`config.mk`:
```
export PLATFORM = sky130hd
export DESIGN_NAME = mux_stream_sel_flat
export DESIGN_NICKNAME = d
export VERILOG_FILES = /design/src/rtl/mux_stream_sel_if.sv /design/src/rtl/mux_stream_sel.sv /design/src/flat_wrapper.sv
export SDC_FILE = /design/constraint.sdc
export NUM_CORES = 1
export LEC_CHECK = 0
export ABC_AREA = 1
export BUFFER_PORTS_ARGS = -buffer_cell sky130_fd_sc_hd__buf_2
export CAP_MARGIN = 15
export CORE_MARGIN = 2
export CORE_UTILIZATION = 33
export DETAILED_ROUTE_END_ITERATION = 10
export PLACE_DENSITY = 0.62
export SLEW_MARGIN = 20
export SYNTH_ARGS = -nofsm -noshare
export SYNTH_HDL_FRONTEND = slang
export SYNTH_SLANG_ARGS = --single-unit
```
`constraint.sdc`:
```
create_clock -name clk -period 5 [get_ports clk]
set_input_delay 1 -clock clk [delete_from_list [all_inputs] [get_ports clk]]
set_output_delay 1 -clock clk [all_outputs]
set_load 0.01 [all_outputs]
```
`src/rtl/mux_stream_sel_if.sv`:
```
// Request/response handshake bundle for mux_stream_sel.
// The master side issues selects and consumes FIFO output; the slave side is the mux.
interface mux_stream_sel_if #(
    parameter int SEL_W = 5,
    parameter int WIDTH = 2
);
    logic             req_valid;
    logic [SEL_W-1:0] req_sel;
    logic             req_ready;
    logic             out_valid;
    logic [WIDTH-1:0] out_data;
    logic             out_err;
    logic             out_ready;

    modport master (
        output req_valid, req_sel, out_ready,
        input  req_ready, out_valid, out_data, out_err
    );

    modport slave (
        input  req_valid, req_sel, out_ready,
        output req_ready, out_valid, out_data, out_err
    );
endinterface

```
`src/rtl/mux_stream_sel.sv`:
```
// N-channel select mux feeding a 2-entry output FIFO; out-of-range selects return
// DEFAULT_VAL flagged as errors and are tallied in a saturating counter.
module mux_stream_sel #(
    parameter int               N_INP       = 31,
    parameter int               WIDTH       = 2,
    parameter int               SEL_W       = 5,
    parameter logic [WIDTH-1:0] DEFAULT_VAL = '0,
    parameter int               ERR_CNT_W   = 8
) (
    input  logic                   clk,
    input  logic                   rst,
    input  logic [N_INP*WIDTH-1:0] inp_bus,
    mux_stream_sel_if.slave        bus,
    output logic [ERR_CNT_W-1:0]   err_cnt
);

    function automatic logic [ERR_CNT_W-1:0] sat_inc(input logic [ERR_CNT_W-1:0] v);
        return (&v) ? v : v + 1'b1;
    endfunction

    logic             push;
    logic             pop;
    logic [WIDTH-1:0] push_data;
    logic             push_err;
    logic [1:0]       count;
    logic             rd_ptr;
    logic             wr_ptr;
    logic [WIDTH-1:0] mem_data [2];
    logic             mem_err  [2];
    logic [WIDTH-1:0] last_data;
    logic             last_err;

    // Decode the selected channel; each select value matches at most one channel.
    always_comb begin
        push_data = DEFAULT_VAL;
        push_err  = 1'b1;
        for (int k = 0; k < N_INP; k++) begin
            if (bus.req_sel == SEL_W'(k)) begin
                push_data = inp_bus[k*WIDTH +: WIDTH];
                push_err  = 1'b0;
            end
        end
    end

    assign bus.req_ready = !rst && (count < 2'd2);
    assign bus.out_valid = (count != 2'd0);
    assign push          = bus.req_valid && bus.req_ready;
    assign pop           = bus.out_valid && bus.out_ready;

    // When empty, the output shows the most recently popped entry.
    assign bus.out_data  = bus.out_valid ? mem_data[rd_ptr] : last_data;
    assign bus.out_err   = bus.out_valid ? mem_err[rd_ptr]  : last_err;

    always_ff @(posedge clk) begin
        if (push) begin
            mem_data[wr_ptr] <= push_data;
            mem_err[wr_ptr]  <= push_err;
        end
    end

    always_ff @(posedge clk) begin
        if (rst) begin
            count     <= 2'd0;
            rd_ptr    <= 1'b0;
            wr_ptr    <= 1'b0;
            err_cnt   <= '0;
            last_data <= '0;
            last_err  <= 1'b0;
        end else begin
            if (push) begin
                wr_ptr <= ~wr_ptr;
                if (push_err)
                    err_cnt <= sat_inc(err_cnt);
            end
            if (pop) begin
                rd_ptr    <= ~rd_ptr;
                last_data <= mem_data[rd_ptr];
                last_err  <= mem_err[rd_ptr];
            end
            case ({push, pop})
                2'b10:   count <= count + 2'd1;
                2'b01:   count <= count - 2'd1;
                default: count <= count;
            endcase
        end
    end

endmodule

```
`src/flat_wrapper.sv`:
```
// flat-port wrapper written by rule: the top's interface ports become plain ports
module mux_stream_sel_flat 
#(
    parameter int               N_INP       = 31,
    parameter int               WIDTH       = 2,
    parameter int               SEL_W       = 5,
    parameter logic [WIDTH-1:0] DEFAULT_VAL = '0,
    parameter int               ERR_CNT_W   = 8
)
  (clk, rst, inp_bus, err_cnt, bus_req_valid, bus_req_sel, bus_out_ready, bus_req_ready, bus_out_valid, bus_out_data, bus_out_err);
  mux_stream_sel_if #(.SEL_W(SEL_W), .WIDTH(WIDTH)) bus_i ();
  input  logic clk;
  input  logic rst;
  input  logic [N_INP*WIDTH-1:0] inp_bus;
  output logic [ERR_CNT_W-1:0] err_cnt;
  input wire logic [$bits(bus_i.req_valid)-1:0] bus_req_valid;
  input wire logic [$bits(bus_i.req_sel)-1:0] bus_req_sel;
  input wire logic [$bits(bus_i.out_ready)-1:0] bus_out_ready;
  output wire logic [$bits(bus_i.req_ready)-1:0] bus_req_ready;
  output wire logic [$bits(bus_i.out_valid)-1:0] bus_out_valid;
  output wire logic [$bits(bus_i.out_data)-1:0] bus_out_data;
  output wire logic [$bits(bus_i.out_err)-1:0] bus_out_err;
  assign bus_i.req_valid = bus_req_valid;
  assign bus_i.req_sel = bus_req_sel;
  assign bus_i.out_ready = bus_out_ready;
  assign bus_req_ready = bus_i.req_ready;
  assign bus_out_valid = bus_i.out_valid;
  assign bus_out_data = bus_i.out_data;
  assign bus_out_err = bus_i.out_err;
  mux_stream_sel #(.N_INP(N_INP), .WIDTH(WIDTH), .SEL_W(SEL_W), .DEFAULT_VAL(DEFAULT_VAL), .ERR_CNT_W(ERR_CNT_W)) u_core (.clk(clk), .rst(rst), .inp_bus(inp_bus), .bus(bus_i), .err_cnt(err_cnt));
endmodule
```
; ---- Yosys cells after proc, flatten, opt, wreduce, memory -nomap -nowiden
; Memory sizes are Yosys's and may differ from the RTL's. A register that Yosys moved wholly into a read port is not among the register bits.
; Cells that the tools add are included.
[word_totals]
reg_bits = 15
latchBits = 0
mem_bits_rw = 6
mem_bits_ro = 0
in_bits = 71
out_inout_bits = 13
wordCells = 127
n_memories = 2
[memory_table]
columns = memory, words, word_bits, rd, rd_clocked_by_memory_dff, wr, line_no
row1 = u_core.mem_data, 2, 2, 1, 1, 1, mux_stream_sel.sv:28  ; logic [WIDTH-1:0] mem_data [2];
row2 = u_core.mem_err, 2, 1, 1, 1, 1, mux_stream_sel.sv:29  ; logic mem_err [2];
[op_classes]
n_addsub = 3
n_mul = 0
n_div = 0
order_cmp = 1
eq_ne = 32
n_shift = 0
n_mux = 71
bitwise = 3
reduce_logical = 9
[ops]
columns = cell, count
row1 = $eq A5 B5 Y1 const B, 15
row2 = $mux W2, 32
row3 = $eq A5 B4 Y1 const B, 8
row4 = $mux W1, 38
row5 = $eq A5 B3 Y1 const B, 4
row6 = $eq A5 B2 Y1 const B, 2
row7 = $add A8 B1 Y8 const B, 1
row8 = $reduce_and A8 Y1, 1
row9 = $eq A5 B1 Y1 const B, 1
row10 = $logic_not A5 Y1, 1
row11 = $pmux W2 S2, 1
row12 = $reduce_bool A2 Y1, 2
row13 = $logic_and A1 B1 Y1, 3
row14 = $not A1 Y1, 3
row15 = $reduce_and A3 Y1, 1
row16 = $add A2 B1 Y2 const B, 1
row17 = $eq A2 B1 Y1 const B, 1
row18 = $eq A2 B2 Y1 const B, 1
row19 = $lt A2 B2 Y1 const B, 1
row20 = $sub A2 B1 Y2 const B, 1
row21 = $logic_not A1 Y1, 1

; ---- Depth between registers and ports, before layout
[logic_depth]
word_depth = 33
ltp_mapped = 21

; ---- Worst setup path after synthesis
; Ideal clock, no wire load.
[synth_path]
path_kind = input to register
startpoint = input bus_req_sel[4]
endpoint = memory u_core.mem_data[0][0], data pin
setup_time_ns = 0.271
arrival_ns = 2.265
setup_slack_ns = 2.464
cell_stages = 20
n_path_buf = 1
cell_sequence = inv_1 buf_2 nand3_1 nor2_1 nor2_1 nand4_1 nand2_1 nand4_1 nand2_1 nand4_1 nand2_1 nand3_1 nand2_1 nand4_1 nand2_1 nand2_1 nand2_1 nand2_1 nand2_1 nand4_1
[synth_between]
elab_chain_len = 32
[synth_rtl]
columns = item, line_no
row1 = start: declaration, flat_wrapper.sv:17  ; input wire logic [$bits(bus_i.req_sel)-1:0] bus_req_sel;
row2 = $logic_not A5 Y1, mux_stream_sel.sv:38  ; if (bus.req_sel == SEL_W'(k)) begin
row3 = $mux W2 (30 in a row), mux_stream_sel.sv:38
row4 = $mux W2 *, mux_stream_sel.sv:38
row5 = net u_core.push_data[0], mux_stream_sel.sv:23  ; logic [WIDTH-1:0] push_data;
row6 = end: declaration, mux_stream_sel.sv:28
; Mark *: on every way through the listed nets, which the timed path passes. The rest lies on a longest branch.

; ---- Final worst setup path
; Ends and elaborated chain as after synthesis.

==> flow_results.org <==
** Floorplan
- The floorplan step defined a core boundary enclosing 5172 um^2.
- Once the floorplan was initialized, standard cells occupied 34.45% of the core.
- Row generation in the floorplan step produced 26 rows.
- Io pins :: 84
- Die height :: 77.48 um
- The die is 77.48 um wide.
- The die covers 6003 um^2.

** Power
- PD cells :: 242.2 nW/um^2
- IR Drop Worst-Case VDD :: 0.1229 mV
- Tot Pwr :: 0.5657 mW
- Static power due to leakage :: 1.106 nW

** Worst setup path
- Combined buffer and inverter count along the critical path :: 2
- The worst register-to-register path begins at u_core.count[0].
- Worst-case reg-to-reg path depth :: 9
- Across all register-to-register paths, the minimum setup slack is 3.03 ns.
- Largest delay share family, worst path :: simple AND/OR/NAND/NOR gates
- On the critical path, the stage with the largest delay is an instance of inv_1.
- At the worst endpoint, the required time is 5.00 ns.
- Critical path depth :: 19
- In this run the worst path has a maximum fanout of 21.
- Signal arrival time at the worst endpoint :: 3.17 ns
- Counting stages on the worst path, the most repeated cell is nand2_1.
- On the worst path, the slowest cell contributes a delay of 0.48 ns.
- Timing startpoint of the critical path :: bus_req_sel[4]
- Startpoint Class :: primary input
- In this run the worst setup path terminates at u_core.mem_data[0][0].
- Worst Path Class, Setup :: in -> reg
- RR Endpoint :: u_core.count[1]
- The critical path goes through buf_2, inv_1, nand3_1, nor2_1, a21oi_1, nand2_1, nand4_1, nand2_1, nand4_1, nand2_1, nand3_1, nand2_1, nand4_1, nand2_1, nand2_1, nand2_1, nand2_1, nand2_1, nand4_1.
- Crit. End Element :: register

** Timing
- After layout, the minimum clock period comes to 3.173 ns.
- The number of max-slew violations in the final report is 0.
- Fin Hold WS :: 0.4559 ns
- Timing would allow up to 0.3151 GHz.
- Fin. Hold Viols :: 0
- Adding up every negative setup slack in the final design gives 0 ns.
- The worst pin sits at a relative slew slack of 59.00%.
- In the finished design, the share of the clock period the worst path needs comes to 63.46%.
- Total setup violations reported at the end of the flow :: 0
- Setup repair after global routing left no endpoint under its margin.
- Final clock skew :: 0.002911 ns
- At the pin with the least slew margin, the transition time is 0.6143 ns.

** Worst hold path
- The worst hold path belongs to the class reg -> reg.

** Placement
- Gp weighted congestion :: 0.8767
- During placement, the flow inserted port buffers numbering 83.
- After legalization and detailed placement, the total HPWL measured 4168 um.

** Logic synthesis
- Top cells by area in the synthesized netlist :: dfxtp_1, nand2_1, edfxtp_1
- Share of synthesized flip-flops with an asynchronous set or reset :: 0%
- Synthesized net count :: 359
- The top cell type by area accounts for 17.98% of the synthesized area.
- Post-Syn Area per Cell :: 6.230 um^2
- During synthesis, Yosys emitted a total of 0 warnings.
- The share of the Yosys chip area taken by registers is 28.09%.
- Most frequently used cell type in the post-synthesis netlist :: nand2_1
- The netlist uses 37 different library cells.
- Synthesized area :: 1782 um^2
- Yosys mapped a number of flops with a built-in enable equal to 6.
- The biggest area contributor in the post-synthesis netlist is dfxtp_1.
- The commonest cells after synthesis are nand2_1, nor2_1, inv_1.
- Register bit count reported by yosys :: 22
- In the synthesized netlist, the number of instances is 286.
- Dominant register cell in the synthesized netlist :: dfxtp_1

** Job
- Maximum capacitance violations :: 0

** Final layout
- Cells fill 45.16% of the core in the end.
- Compared with the post-synthesis result, the final layout area differs by 31.11%.
- The number of antenna diodes in the final layout is 0.
- Fraction of final layout cells with drive strength greater than 1 :: 29.54%
- Nets@finish :: 443

** Clock tree
- In this run the clock root is driven by a clkbuf_8.
- The number of gates resized after CTS was 0.
- Inserted Clock Buffers :: 3
- Number of buffers on the longest clock path :: 2
- Total setup buffers inserted after CTS :: 0
- TritonCTS clock tree :: yes
- In this run the number of H-tree levels came out at 1.
- The tree built by TritonCTS fans out to 22 sinks.
- Clock Pin Slew Worst Setup and Hold Paths :: 0.08 ns
- Source-to-sink clock delay at the later pin of the worst-skew pair :: 0.26 ns
- Hold repair after CTS inserted 0 buffers.

** Global routing
- Via count of the first global-routing pass :: 2022
- Pin count of the biggest net entering global routing :: 22
- Total GRT Usage :: 17.19%
- The first global-routing pass estimated 8604 um of wire.
- The initial antenna violation count came to 0.
- Global routing finished with a remaining overflow of 0.

** Detailed routing
- Number of DRC markers in iteration 0 :: 107
- Before antenna repair, the detailed router went through 4 iterations.
- Detailed Route WL :: 4973 um
- The detail route stage leaves a number of antenna-violating nets equal to 0.
- In the routed layout, each cell is associated on average with a via count of 4.763.
- Total vias in the final route :: 2091
- Per-cell routed wire length :: 11.33 um
- Number of remaining DRC errors :: 0

** Outcome
- Run status :: complete, no violations
-- kinds of logic (layout without fill, tap and decap cells) --
logic type      after synthesis  count (layout)  share of synthesized area, %
simple gates                168             168                         44.31
buf+inv                      50             133                         10.81
compound gates               40              40                         13.20
flops                        22              22                         28.09
mux                           3               3                         1.685
fa+ha+maj                     2               2                         1.404
xor+xnor                      1               1                        0.4917
-- flip-flops by register name, indices dropped and copies added (netlist names), named ones only --
register,cells
u_core.err_cnt,8
u_core.mem_data,4
u_core.count,2
u_core.last_data,2
u_core.mem_err,2
u_core.last_err,1
u_core.rd_ptr,1
u_core.wr_ptr,1
-- final cells by class --
type                    count  area, um^2
fillers                   561        2836
repair buffers             83       415.4
inverters                  46       172.7
flip-flops and latches     22       500.5
well taps                  70       87.58
multi-input cells         214        1089
clock inverters             1       30.03
clock buffers               3       41.29
-- layer usage --
metal,global-route usage (%),part of all wire (%),vias to the layer above
li1,-,-,1107
met1,22.68,46,877
met2,28.52,45,88
met3,2.326,6.2,19
met4,6.429,3.1,0
met5,0,0,-
-- layout by cell type, fill, tap and decap left out, drive strengths merged --
master,netlist,final
buf,2,83
nand2,74,74
nor2,49,49
inv,45,45
nand4,16,16
dfxtp,16,16
a21oi,15,15
nand3,14,14
o21ai,12,12
nor3,10,10
edfxtp,6,6
a211oi,5,5
mux2i,3,3
clkbuf,2,3
o22ai,2,2
or2,2,2
ha,2,2
clkinv,1,1
and3b,1,1
and3,1,1
o2111ai,1,1
a31oi,1,1
a22oi,1,1
o311ai,1,1
o21a,1,1
nor4,1,1
xor2,1,1
o221a,1,1
bufinv,0,1
-- how the worst min path moves through the flow --
| stage | end | slack, ns | cells past startpoint | start |
|---|---|---|---|---|
| after global routing | register | 0.47 | 1 | u_core.rd_ptr |
| final | register | 0.46 | 1 | u_core.rd_ptr |
| after CTS | register | 0.46 | 1 | u_core.rd_ptr |
| after detailed placement | register | 0.45 | 1 | u_core.rd_ptr |
| after floorplan | register | 0.43 | 1 | u_core.rd_ptr |
| after global placement | u_core.rd_ptr | 0.44 | 1 | u_core.rd_ptr |
-- power by group --
| part | internal (mW) | switching (mW) | total, mW |
|---|---|---|---|
| registers | 0.208 | 0.0152 | 0.223 |
| clock network | 0.107 | 0.0570 | 0.164 |
| logic | 0.0751 | 0.103 | 0.179 |
-- through the flow --
stage	area, um^2	setup WS [ns]	instances
5_1_grt	2336	1.418	439
6_report	2336	1.827	439
3_3_place_gp	2265	1.664	435
2_1_floorplan	1782	2.464	286
3_5_place_dp	2265	1.555	435
4_1_cts	2336	1.851	439
Note: power is estimated with default switching activity, not from simulation.
